$ cat src/rtl/trim_sweep_gen.sv
// trim_sweep_gen: sweeps a trim code over a range and serialises each code with gated clock and latch strobe
module trim_sweep_gen #(
  parameter int WIDTH     = 12,
  parameter int DIV       = 25000000,
  parameter int GAP_BITS  = 3,
  parameter int LSB_FIRST = 1
) (
  input  logic             CLK50,
  input  logic             RST,
  input  logic             START,
  input  logic             ABORT,
  input  logic [1:0]       MODE,
  input  logic [WIDTH-1:0] CODE_MIN,
  input  logic [WIDTH-1:0] CODE_MAX,
  output logic             DOUT,
  output logic             ENCLK,
  output logic             LATCH,
  output logic [WIDTH-1:0] TRIMCODE,
  output logic             BUSY,
  output logic             DONE
);
  localparam int CW = DIV > 1 ? $clog2(DIV) : 1;
  localparam int BW = $clog2(WIDTH + 1);
  localparam int GW = $clog2(2 * GAP_BITS + 2);
  typedef enum logic [2:0] {S_IDLE, S_LOAD, S_SHIFT, S_LATCH, S_GAP, S_NEXT} state_t;
  state_t           state_q, state_d;
  logic [CW-1:0]    cnt_q, cnt_d;
  logic [BW-1:0]    bit_q, bit_d;
  logic [GW-1:0]    gap_q, gap_d;
  logic             phase_q, phase_d;
  logic [WIDTH-1:0] shift_q, shift_d, code_q, code_d, trim_q, trim_d;
  logic [WIDTH-1:0] lo_q, lo_d, hi_q, hi_d, ptr_q, ptr_d;
  logic [1:0]       mode_q, mode_d;
  logic             dout_q, dout_d, enclk_q, enclk_d, latch_q, latch_d, done_q, done_d;
  logic             tick, bit_sel;
  logic [WIDTH-1:0] hi_in, code_wrap;
  logic [1:0]       mode_in;
  always_comb begin
    tick      = cnt_q == CW'(DIV - 1);
    hi_in     = CODE_MIN > CODE_MAX ? CODE_MIN : CODE_MAX;
    mode_in   = MODE == 2'd3 ? 2'd0 : MODE;
    code_wrap = code_q == hi_q ? lo_q : code_q + 1'b1;
    state_d   = state_q;
    bit_d     = bit_q;
    gap_d     = gap_q;
    phase_d   = phase_q;
    shift_d   = shift_q;
    code_d    = code_q;
    trim_d    = trim_q;
    lo_d      = lo_q;
    hi_d      = hi_q;
    ptr_d     = ptr_q;
    mode_d    = mode_q;
    done_d    = 1'b0;
    case (state_q)
      S_IDLE: if (START) begin
        mode_d  = mode_in;
        lo_d    = CODE_MIN;
        hi_d    = hi_in;
        code_d  = (mode_in == 2'd2 && ptr_q >= CODE_MIN && ptr_q <= hi_in) ? ptr_q : CODE_MIN;
        state_d = S_LOAD;
      end
      S_LOAD: begin
        shift_d = code_q;
        trim_d  = code_q;
        bit_d   = '0;
        phase_d = 1'b0;
        state_d = S_SHIFT;
      end
      S_SHIFT: if (tick) begin
        phase_d = !phase_q;
        if (phase_q) begin
          shift_d = LSB_FIRST != 0 ? shift_q >> 1 : shift_q << 1;
          bit_d   = bit_q + 1'b1;
          state_d = bit_q == BW'(WIDTH - 1) ? S_LATCH : S_SHIFT;
        end
      end
      S_LATCH: if (tick) begin
        gap_d   = '0;
        state_d = GAP_BITS == 0 ? S_NEXT : S_GAP;
      end
      S_GAP: if (tick) begin
        gap_d   = gap_q + 1'b1;
        state_d = gap_q == GW'(2 * GAP_BITS - 1) ? S_NEXT : S_GAP;
      end
      S_NEXT: begin
        if (mode_q == 2'd2) begin
          ptr_d   = code_wrap;
          done_d  = 1'b1;
          state_d = S_IDLE;
        end else if (mode_q == 2'd1) begin
          code_d  = code_wrap;
          state_d = S_LOAD;
        end else begin
          code_d  = code_q == hi_q ? code_q : code_q + 1'b1;
          done_d  = code_q == hi_q;
          state_d = code_q == hi_q ? S_IDLE : S_LOAD;
        end
      end
      default: state_d = S_IDLE;
    endcase
    if (ABORT) begin
      state_d = S_IDLE;
      done_d  = 1'b0;
      ptr_d   = ptr_q;
      trim_d  = trim_q;
    end
    cnt_d   = (state_q inside {S_SHIFT, S_LATCH, S_GAP} && state_d != S_IDLE && !tick) ? cnt_q + 1'b1 : '0;
    bit_sel = LSB_FIRST != 0 ? shift_d[0] : shift_d[WIDTH-1];
    dout_d  = state_d == S_SHIFT && bit_sel;
    enclk_d = state_d == S_SHIFT && phase_d;
    latch_d = state_d == S_LATCH;
  end
  always_ff @(posedge CLK50) begin
    if (RST) begin
      state_q <= S_IDLE;
      cnt_q   <= '0;
      bit_q   <= '0;
      gap_q   <= '0;
      phase_q <= 1'b0;
      shift_q <= '0;
      code_q  <= '0;
      trim_q  <= '0;
      lo_q    <= '0;
      hi_q    <= '0;
      ptr_q   <= '0;
      mode_q  <= '0;
      dout_q  <= 1'b0;
      enclk_q <= 1'b0;
      latch_q <= 1'b0;
      done_q  <= 1'b0;
    end else begin
      state_q <= state_d;
      cnt_q   <= cnt_d;
      bit_q   <= bit_d;
      gap_q   <= gap_d;
      phase_q <= phase_d;
      shift_q <= shift_d;
      code_q  <= code_d;
      trim_q  <= trim_d;
      lo_q    <= lo_d;
      hi_q    <= hi_d;
      ptr_q   <= ptr_d;
      mode_q  <= mode_d;
      dout_q  <= dout_d;
      enclk_q <= enclk_d;
      latch_q <= latch_d;
      done_q  <= done_d;
    end
  end
  assign DOUT     = dout_q;
  assign ENCLK    = enclk_q;
  assign LATCH    = latch_q;
  assign TRIMCODE = trim_q;
  assign BUSY     = state_q != S_IDLE;
  assign DONE     = done_q;
endmodule

$ cat config.mk
export PLATFORM = sky130hd
export DESIGN_NAME = trim_sweep_gen
export DESIGN_NICKNAME = d
export VERILOG_FILES = /design/src/rtl/trim_sweep_gen.sv
export SDC_FILE = /design/constraint.sdc
export NUM_CORES = 1
export LEC_CHECK = 0
export ABC_CLOCK_PERIOD_IN_PS = 8330
export CORE_ASPECT_RATIO = 0.6
export CORE_MARGIN = 2
export CORE_UTILIZATION = 62
export DETAILED_ROUTE_END_ITERATION = 7
export MAX_ROUTING_LAYER = met4
export PLACE_DENSITY_LB_ADDON = 0.05
export SLEW_MARGIN = 10
export SYNTH_ARGS = -nofsm -noshare
export SYNTH_HDL_FRONTEND = slang
export SYNTH_SLANG_ARGS = --single-unit
$ cat constraint.sdc
create_clock -name CLK50 -period 8.33 [get_ports CLK50]
set_clock_uncertainty 0.15 [all_clocks]
set_input_delay 1.666 -clock CLK50 [delete_from_list [all_inputs] [get_ports CLK50]]
set_output_delay 1.666 -clock CLK50 [all_outputs]
set_load 0.02 [all_outputs]
Yosys cells after proc, flatten, opt, wreduce, memory -nomap -nowiden
Cells that the tools add are included.
{"block": "word_totals", "reg_bits": 114, "latch_bits": 0, "ram_bits": 0, "romBits": 0, "out_inout_bits": 17, "mem_count": 0}
{"block": "op_classes", "add_sub_neg": 4, "mul": 0, "div": 0, "magnitude_cmp": 3, "n_eq_ne": 22, "n_shift": 0, "muxes": 34, "bitwise": 3, "n_reduce_logical": 23}
{"cell": "$mux 12", "n": 9}
{"cell": "$pmux 12 s2", "n": 2}
{"cell": "$add 25x1->25 const B", "n": 1}
{"cell": "$eq 25x25->1 const B", "n": 1}
{"cell": "$mux 3", "n": 8}
{"cell": "$pmux 3 s6", "n": 1}
{"cell": "$add 12x1->12 const B", "n": 1}
{"cell": "$eq 12x12->1", "n": 1}
{"cell": "$eq 3x2->1 const B", "n": 4}
{"cell": "$ge 12x12->1", "n": 1}
{"cell": "$gt 12x12->1", "n": 1}
{"cell": "$le 12x12->1", "n": 1}
{"cell": "$ne 2x2->1 const B", "n": 6}
{"cell": "$eq 3x3->1 const B", "n": 3}
{"cell": "$reduce_and 3->1", "n": 3}
{"cell": "$reduce_bool 3->1", "n": 3}
{"cell": "$mux 1", "n": 8}
{"cell": "$mux 4", "n": 2}
{"cell": "$pmux 4 s2", "n": 1}
{"cell": "$eq 2x2->1 const B", "n": 3}
{"cell": "$logic_and 1x1->1", "n": 6}
{"cell": "$pmux 3 s2", "n": 1}
{"cell": "$reduce_bool 2->1", "n": 3}
{"cell": "$add 4x1->4 const B", "n": 1}
{"cell": "other kinds (14)", "n": 18}

Depth between registers and ports, before layout
Gate-level depths: netlist of run 1.
{"block": "depth", "ltp_word": 11, "depth_mapped": 18, "ltp_nobuf": 15}

Worst setup path after synthesis of run 1
Ideal clock, no wire load.
{"block": "synth_path", "path_type": "input to register", "from": "input CODE_MAX[5]", "to": "register code_q[9]", "setup_ns": 0.122, "arrival_ns": 4.990, "required_time_ns": 8.058, "setup_slack_ns": 3.068, "path_stages": 18, "path_buffers": 3, "cell_sequence": "inv_1 ha_1 a21o_1 a21o_1 a21oi_1 or2_2 clkbuf_1 a31oi_1 buf_2 mux2i_1 ha_1 nor2b_1 o211ai_1 a211oi_1 o31ai_1 clkbuf_1 a31oi_1 a311o_1"}
{"block": "synth_between", "elab_chain_cells": 7}
{"item": "start: declaration", "line": "14", "text": "input logic [WIDTH-1:0] CODE_MAX,"}
{"item": "$gt 12x12->1", "line": "40", "text": "hi_in = CODE_MIN > CODE_MAX ? CODE_MIN : CODE_MAX;"}
{"item": "$mux 12 (*)", "line": "40"}
{"item": "$le 12x12->1 (*)", "line": "60", "text": "code_d = (mode_in == 2'd2 && ptr_q >= CODE_MIN && ptr_q <= hi_in) ? ptr_q : CODE_MIN;"}
{"item": "$logic_and 1x1->1 (*)", "line": "60"}
{"item": "$mux 12 (*)", "line": "60"}
{"item": "$mux 12 (*)", "line": "56", "text": "S_IDLE: if (START) begin"}
{"item": "$pmux 12 s2 (*)", "line": "55", "text": "case (state_q)"}
{"item": "end signal: assignment", "line": "139", "text": "code_q <= code_d;"}
{"item": "end: declaration", "line": "31", "text": "logic [WIDTH-1:0] shift_q, shift_d, code_q, code_d, trim_q, trim_d;"}
Mark *: on every way between the ends. The rest lies on a longest branch, timed or not. The select of a mux whose other input is x is not followed.
A chain may end at the register's enable or synchronous reset.

Final worst setup path of run 1
{"block": "layout_path", "from": "input CODE_MIN[5]", "to": "register code_q[11]"}
{"block": "layout_between", "elab_chain_cells": 7}
{"item": "start: declaration", "line": "13", "text": "input logic [WIDTH-1:0] CODE_MIN,"}
{"item": "$gt 12x12->1", "line": "40"}
{"item": "$mux 12", "line": "40"}
{"item": "$le 12x12->1", "line": "60"}
{"item": "$logic_and 1x1->1 (*)", "line": "60"}
{"item": "$mux 12 (*)", "line": "60"}
{"item": "$mux 12 (*)", "line": "56"}
{"item": "$pmux 12 s2 (*)", "line": "55"}
Marked as above.

==> results of run 1 <==
final cells by class:
| type | instances | area, µm² |
|---|---|---|
| clock buffer | 18 | 439.2 |
| clock inverter | 14 | 105.1 |
| fill | 806 | 2865 |
| inverter | 48 | 180.2 |
| multi-input combinational | 596 | 3975 |
| sequential | 114 | 2282 |
| tap | 139 | 173.9 |
| timing repair buffer | 57 | 538.0 |
placed cells by master (no fill, tap or decap), drive strengths merged, types with 5 or more instances in the layout:
cell type        n
dfxtp          114
nand2          106
nor2            68
a21oi           67
inv             52
clkdlybuf4s50   45
ha              41
nand4           34
xor2            28
mux2i           24
nor3            19
clkbuf          18
xnor2           17
nand3           17
a31oi           16
o31ai           13
a21o            12
o211a           12
o211ai          12
buf             12
a311oi          11
a22oi           10
o221ai           9
nor4             8
nor2b            6
and2             5
or3              5
and3             5
clkinvlp         5
mux2             5
a211oi           5
clkinv           5
flip-flops by register name, indices dropped and copies added, names as in the netlist:
register,count
ENCLK,1
hi_q,12
mode_q,2
state_q,3
cnt_q,25
DOUT,1
code_q,12
TRIMCODE,12
phase_q,1
LATCH,1
gap_q,3
shift_q,12
ptr_q,12
lo_q,12
bit_q,4
DONE,1
kinds of logic (layout without fill, tap and decap cells):
group,after synthesis,count (layout)
compound gates,187,187
xor+xnor,45,45
fa+ha+maj,41,41
buf+inv,109,137
flops,114,114
mux,29,29
simple gates,294,294
critical path: cells and delay by family:
kind            cells  cell delay [ns]
fa+ha+maj           2             0.68
simple gates        2             0.53
mux                 1             0.23
compound gates      9             2.08
buf+inv             2             0.88
worst max-delay path by stage:
| stage | slack, ns | cells past startpoint | from | end |
|---|---|---|---|---|
| 2_1_floorplan | 3.07 | 18 | CODE_MAX[5] | code_q[9] |
| 3_5_place_dp | 1.79 | 16 | CODE_MIN[5] | code_q[11] |
| 6_report | 2.42 | 16 | CODE_MIN[5] | code_q[11] |
| 4_1_cts | 2.19 | 16 | CODE_MIN[5] | code_q[11] |
| 5_1_grt | 2.15 | 16 | CODE_MIN[5] | code_q[4] |
| 3_3_place_gp | 1.99 | 16 | CODE_MIN[5] | code_q[11] |
per-layer routing:
layer	vias up	track usage, %
li1	2972	-
met1	2984	46.51
met2	326	50.99
met3	34	10.72
met4	0	6.679
met5	-	-
report_power, final:
part	internal, mW	total [mW]	switching (mW)
clock network	0.390	0.662	0.273
registers	0.562	0.588	0.0255
logic	0.0708	0.174	0.104
total	1.02	1.42	0.402
per-stage QoR:
step,power [mW],utilization (%),setup slack (ns),instances
final,1.424,72.86,2.422,986
after global routing,1.474,72.86,2.151,986
after CTS,1.421,72.82,2.193,986
after detailed placement,0.7652,67.66,1.785,954
after global placement,0.7584,67.66,1.993,954
after floorplan,0.7075,-,3.068,819
==> results by group, run 1 <==
Global routing
  • Largest net degree at the start of global routing: 82
  • Global-route wire length before repair: just over 30 mm
  • Total GRT Usage: 34.34%
  • GRT overflow: 0
  • Vias in the first global route: 5,990
  • Initial antenna violation count: 0

Layout
  • Share of layout cells above drive strength 1: under 10%
  • Area growth, synth to finish: 14.74%
  • Post-route cell area: 7694 µm²
  • Diode count: 0
  • Final layout net count: 905

STA
  • Max Clk Rate: ~170 MHz
  • Final setup viols: 0
  • Unrepaired setup endpoints after global routing: false
  • Final Hold Vio Count: 0
  • Tcrit/Tclk final: between 70% and 80%
  • WHS: 0.3040 ns
  • Minimum clock period after layout: between 5 and 6 ns
  • Worst slew pin tran: roughly 0.89 ns
  • Max Slew Vio Count: 0
  • Fin Setup TNS: 0 ns
  • Slew margin rel.: 40.50%

Route
  • Wire length on met3: ~2.1 mm
  • Met1 wire length: roughly 8.6 mm
  • WL per Instance: 19.36 µm
  • First drt pass iteration count: 5
  • 1st-iter DRT viols: between 800 and 900
  • Post-route ant nets: 0
  • Drt drc: 0
  • Top layer in use: met4
  • Met2 wire length: roughly 8.2 mm
  • Vias/cell: around 6.4
  • Vias: 6,316
  • Routed wire length: between 15 and 20 mm

Yosys
  • Mapped Cells: roughly 800
  • Main combinational cell family by area after synthesis: simple AND/OR/NAND/NOR gates
  • Sequential fraction of the synthesis area: around a third
  • Synth Area in Adders: between 7 and 8%
  • Synthesized net count: approximately 900
  • Proportion of synthesized area in mux cells: 4.422%
  • Synth cell count leaders: dfxtp_1 (114), nand2_1 (106), nor2_1 (68)
  • Cell Area, Synth: 6705 µm²
  • Most frequent cell after synthesis: dfxtp_1
  • Syn avg cell area: a little over 8 µm²
  • Yosys warns: 0
  • Simple-gate share of the synthesized area: 21.89%
  • Asr flop ratio synth: 0%
  • Post-synth EDFFs: 0
  • Top FF cell, synth: dfxtp_1
  • Flops & latches, synth: around 110
  • Compound-Gate Fraction of Synth Area: approximately a fifth
  • Count of different cell masters after synthesis: 59
  • Post-synth top area share: between 30% and 40%
  • Synth area leader: dfxtp_1
  • Synth Area in XOR/XNOR: slightly below 6%
  • Dominant cells by area after synthesis: dfxtp_1 (34%), ha_1 (7.7%), nand2_1 (5.9%), a21oi_1 (5.0%), nor2_1 (3.8%)

Worst setup path
  • Critical Path Max Stage Delay: between 0.7 and 0.8 ns
  • Cell count of the worst reg-to-reg path: 6
  • WP data arrival: between 6 and 7 ns
  • Critical R2R Capture: ptr_q[11]
  • Crit Path Category: input pin to flop
  • CP Launch Type: input pin
  • Flop2flop setup slack: about 5.2 ns
  • Critical-path top delay cell: o31ai_2
  • CP Capture Type: flop
  • Crit-path max FO: 15
  • R2R Path Start: code_q[2]
  • Crit path cell chain: clkdlybuf4s50_1 > ha_1 > a21o_1 > a21o_1 > a21oi_1 > or2_2 > a31oi_1 > buf_4 > mux2i_1 > ha_1 > nor2b_1 > o211ai_1 > a211oi_1 > o31ai_2 > a31oi_1 > a311o_1
  • Required @ worst endpoint: 8.48 ns

CTS
  • Clock Sink Count: approximately 110
  • Clk_lat worst skew: between 0.4 and 0.5 ns
  • Clock root cell: clkbuf_16
  • CTS H-Tree Depth: 4
  • Hold_buf cts: 0
  • Post-CTS setup buffer count: 0
  • # resized after CTS: 0
  • Clock Path Buffers: 2
  • Cts bufs inserted: 17
  • Clock-pin slew on the worst setup and hold paths: 0.06 ns
  • CTS tree: yes

Min path
  • End of the worst hold path: TRIMCODE[1]
  • Worst Hold Class: flop to flop
  • Min-Delay Startpoint: TRIMCODE[1]
  • Hold path cells: 2

Floorplanning
  • Cell Rows: 29
  • Top Ports: 47
  • Die width: between 100 and 150 µm
  • Die height: between 80 and 90 µm
  • Die area: between 10,000 and 15,000 µm²
  • Core area: ~11,000 µm²
  • Initial Util: between 60% and 70%

Placement
  • Post-DP HPWL: approximately 14 mm
  • Post-DP Area: just over 7000 µm²
  • Gpl congestion: around 1.0
  • Port buffer count: 46

Power
  • Lkg Pwr: between 3 and 4 nW
  • Max IR drop VDD: a little under 0.0002 V
  • Cell Pwr Density: around 190 nW/µm²

Flow run
  • Max cap viols: 0

Outcome
  • Run status: finished clean
Note: power is estimated with default switching activity, not from simulation.
==> run 2: changes to the inputs <==
- ABC_CLOCK_PERIOD_IN_PS: 8330 -> 6200
- CORE_UTILIZATION: 62 -> 60
- clock period: 8.33 -> 6.2 ns (I/O delays scaled with it)
==> results by group, run 2 (synthesis results as in run 1) <==
Layout
  • Post-route cell area: 7774 µm²
  • Area growth, synth to finish: 15.94%
  • Commonest non-fill, non-tap cells in the layout: dfxtp_1 (114), nand2_1 (106), nor2_1 (68)
  • Final layout net count: approximately 920
  • Max reg flops: 25
  • Sequential Area: 2282 µm²
  • Diode count: 0
  • Post-Layout Cell Count: about 1,000
  • Most flops, register: cnt_q
  • Footprint of the multi-input gates: between 3000 and 4000 µm²
  • Util after Layout: approximately 72%
  • # fillers: 827
  • Share of layout cells above drive strength 1: between 8 and 9%
  • Commonest non-fill, non-tap cell in the layout: dfxtp_1

Outcome
  • Run status: finished clean

Floorplanning
  • Top Ports: 47
  • Core area: 10,740 µm²
  • Die area: 12,060 µm²
  • Die width: ~140 µm
  • Cell Rows: 29
  • Initial Util: around 62%
  • Die height: around 86 µm

Global routing
  • GRT overflow: 0
  • Largest net degree at the start of global routing: 81
  • Initial antenna violation count: 0
  • Vias in the first global route: around 6,100
  • Total GRT Usage: about 37%
  • Global-route wire length before repair: roughly 33 mm

CTS
  • Clock-pin slew on the worst setup and hold paths: about 0.05 ns
  • Hold_buf cts: 0
  • CTS tree: yes
  • CTS H-Tree Depth: 4
  • Cts bufs inserted: 17
  • Clock Sink Count: 114
  • Clk_lat worst skew: roughly 0.42 ns
  • Clock root cell: clkbuf_16
  • Post-CTS setup buffer count: 0
  • # resized after CTS: 0
  • Clock Path Buffers: 2

Worst setup path
  • R2R Path Start: state_q[2]
  • Crit path from: CODE_MAX[5]
  • WP data arrival: about 5.4 ns
  • CP Launch Type: input pin
  • CP Capture Type: flop
  • Required @ worst endpoint: 6.35 ns
  • Crit-path max FO: 15
  • Crit Path Category: input pin to flop

Power
  • Max IR drop VDD: between 0.0002 and 0.00025 V
  • Sw power: around 0.52 mW
  • Switching share of power: a little over a quarter
  • Cell Pwr Density: 248.8 nW/µm²
  • Lkg Pwr: between 3 and 4 nW
  • Power Internal: ~1.4 mW
  • Clk network pwr share: approximately 47%
  • Total power draw: 1.934 mW
  • Combinational share of power: between 10% and 20%
  • Seq pwr share: about two fifths

Route
  • Post-route ant nets: 0
  • Drt drc: 0
  • Vias/cell: roughly 6.4
  • First drt pass iteration count: 6
  • 1st-iter DRT viols: 678
  • Vias: ~6,400
  • WL per Instance: approximately 21 µm
  • Routed wire length: approximately 21 mm

Placement
  • Port buffer count: 46
  • Post-DP Area: 7234 µm²
  • Cells after DPL: between 900 and 1,000
  • Worst slack, placed: between 0.7 and 0.8 ns
  • Post-DP HPWL: between 15 and 20 mm
  • Gpl congestion: 1.024

STA
  • Worst slew pin tran: around 1.1 ns
  • Unrepaired setup endpoints after global routing: false
  • Max Clk Rate: 192.1 MHz
  • WHS: between 0.2 and 0.3 ns
  • Max Slew Vio Count: 0
  • Minimum clock period after layout: roughly 5.2 ns
  • Min setup slack post-route: about 0.99 ns
  • Slew margin rel.: 24.74%
  • Tcrit/Tclk final: a little over four fifths
  • Fin Setup TNS: 0 ns
  • Final Hold Vio Count: 0
  • Final setup viols: 0

Min path
  • Min-Delay Startpoint: cnt_q[0]
  • Worst Hold Class: flop to flop

Flow run
  • Max cap viols: 0
[run 2: cell types whose count changed in the layout (fill, tap and decap cells not counted)]
cell,before,now
clkinv_2,3,7
clkinvlp_4,5,2
clkbuf_1,0,3
bufinv_16,0,1
inv_6,4,0
clkinv_4,2,1
o31ai_1,11,12
buf_4,11,23
o31ai_2,2,1
[run 2: final timing paths]
kind                            cells after the start  slack, ns        end
worst max-delay path                               17       0.99  code_q[4]
worst min-delay path                                1       0.30   cnt_q[0]
worst max register to register                      6       2.94  code_q[9]
worst min register to register                      1       0.30   cnt_q[0]
[run 2: power groups by stage]
stage / clock network, mW / logic [mW] / registers, mW
after floorplan: 0 / 0.168 / 0.782
after global placement: 0 / 0.229 / 0.801
after detailed placement: 0 / 0.236 / 0.802
after CTS: 0.902 / 0.237 / 0.787
after global routing: 0.929 / 0.262 / 0.790
final: 0.901 / 0.244 / 0.789
[run 2: final cells by class]
type,count,share of cell area (%)
Multi-Input combinational cell,596,51.07
Clock buffer,21,5.794
Clock inverter,11,1.143
Tap cell,139,2.237
Inverter,48,2.318
Timing Repair Buffer,69,8.080
Sequential cell,114,29.36
[run 2: critical path, stage by stage]
cell and delay, ns:
clkdlybuf4s50_1 0.53, inv_1 0.10, ha_1 0.31, a21o_1 0.12, a21o_1 0.10, a21oi_1 0.05
or2_2 0.41, a31oi_1 0.17, buf_4 0.26, mux2_2 0.38, ha_1 0.18, nor2b_1 0.11
o211ai_1 0.09, a211oi_1 0.27, o31a_1 0.45, nor3_1 0.17, a311o_1 0.39
[run 2: per-layer routing]
layer	GRT usage (%)	share of wire (%)	vias up	wire length, µm
li1	-	-	2987	-
met1	53.48	46	3022	9795
met2	48.66	39	372	8330
met3	10.89	12	43	2582
met4	10.82	2.0	0	427
met5	-	0	-	0
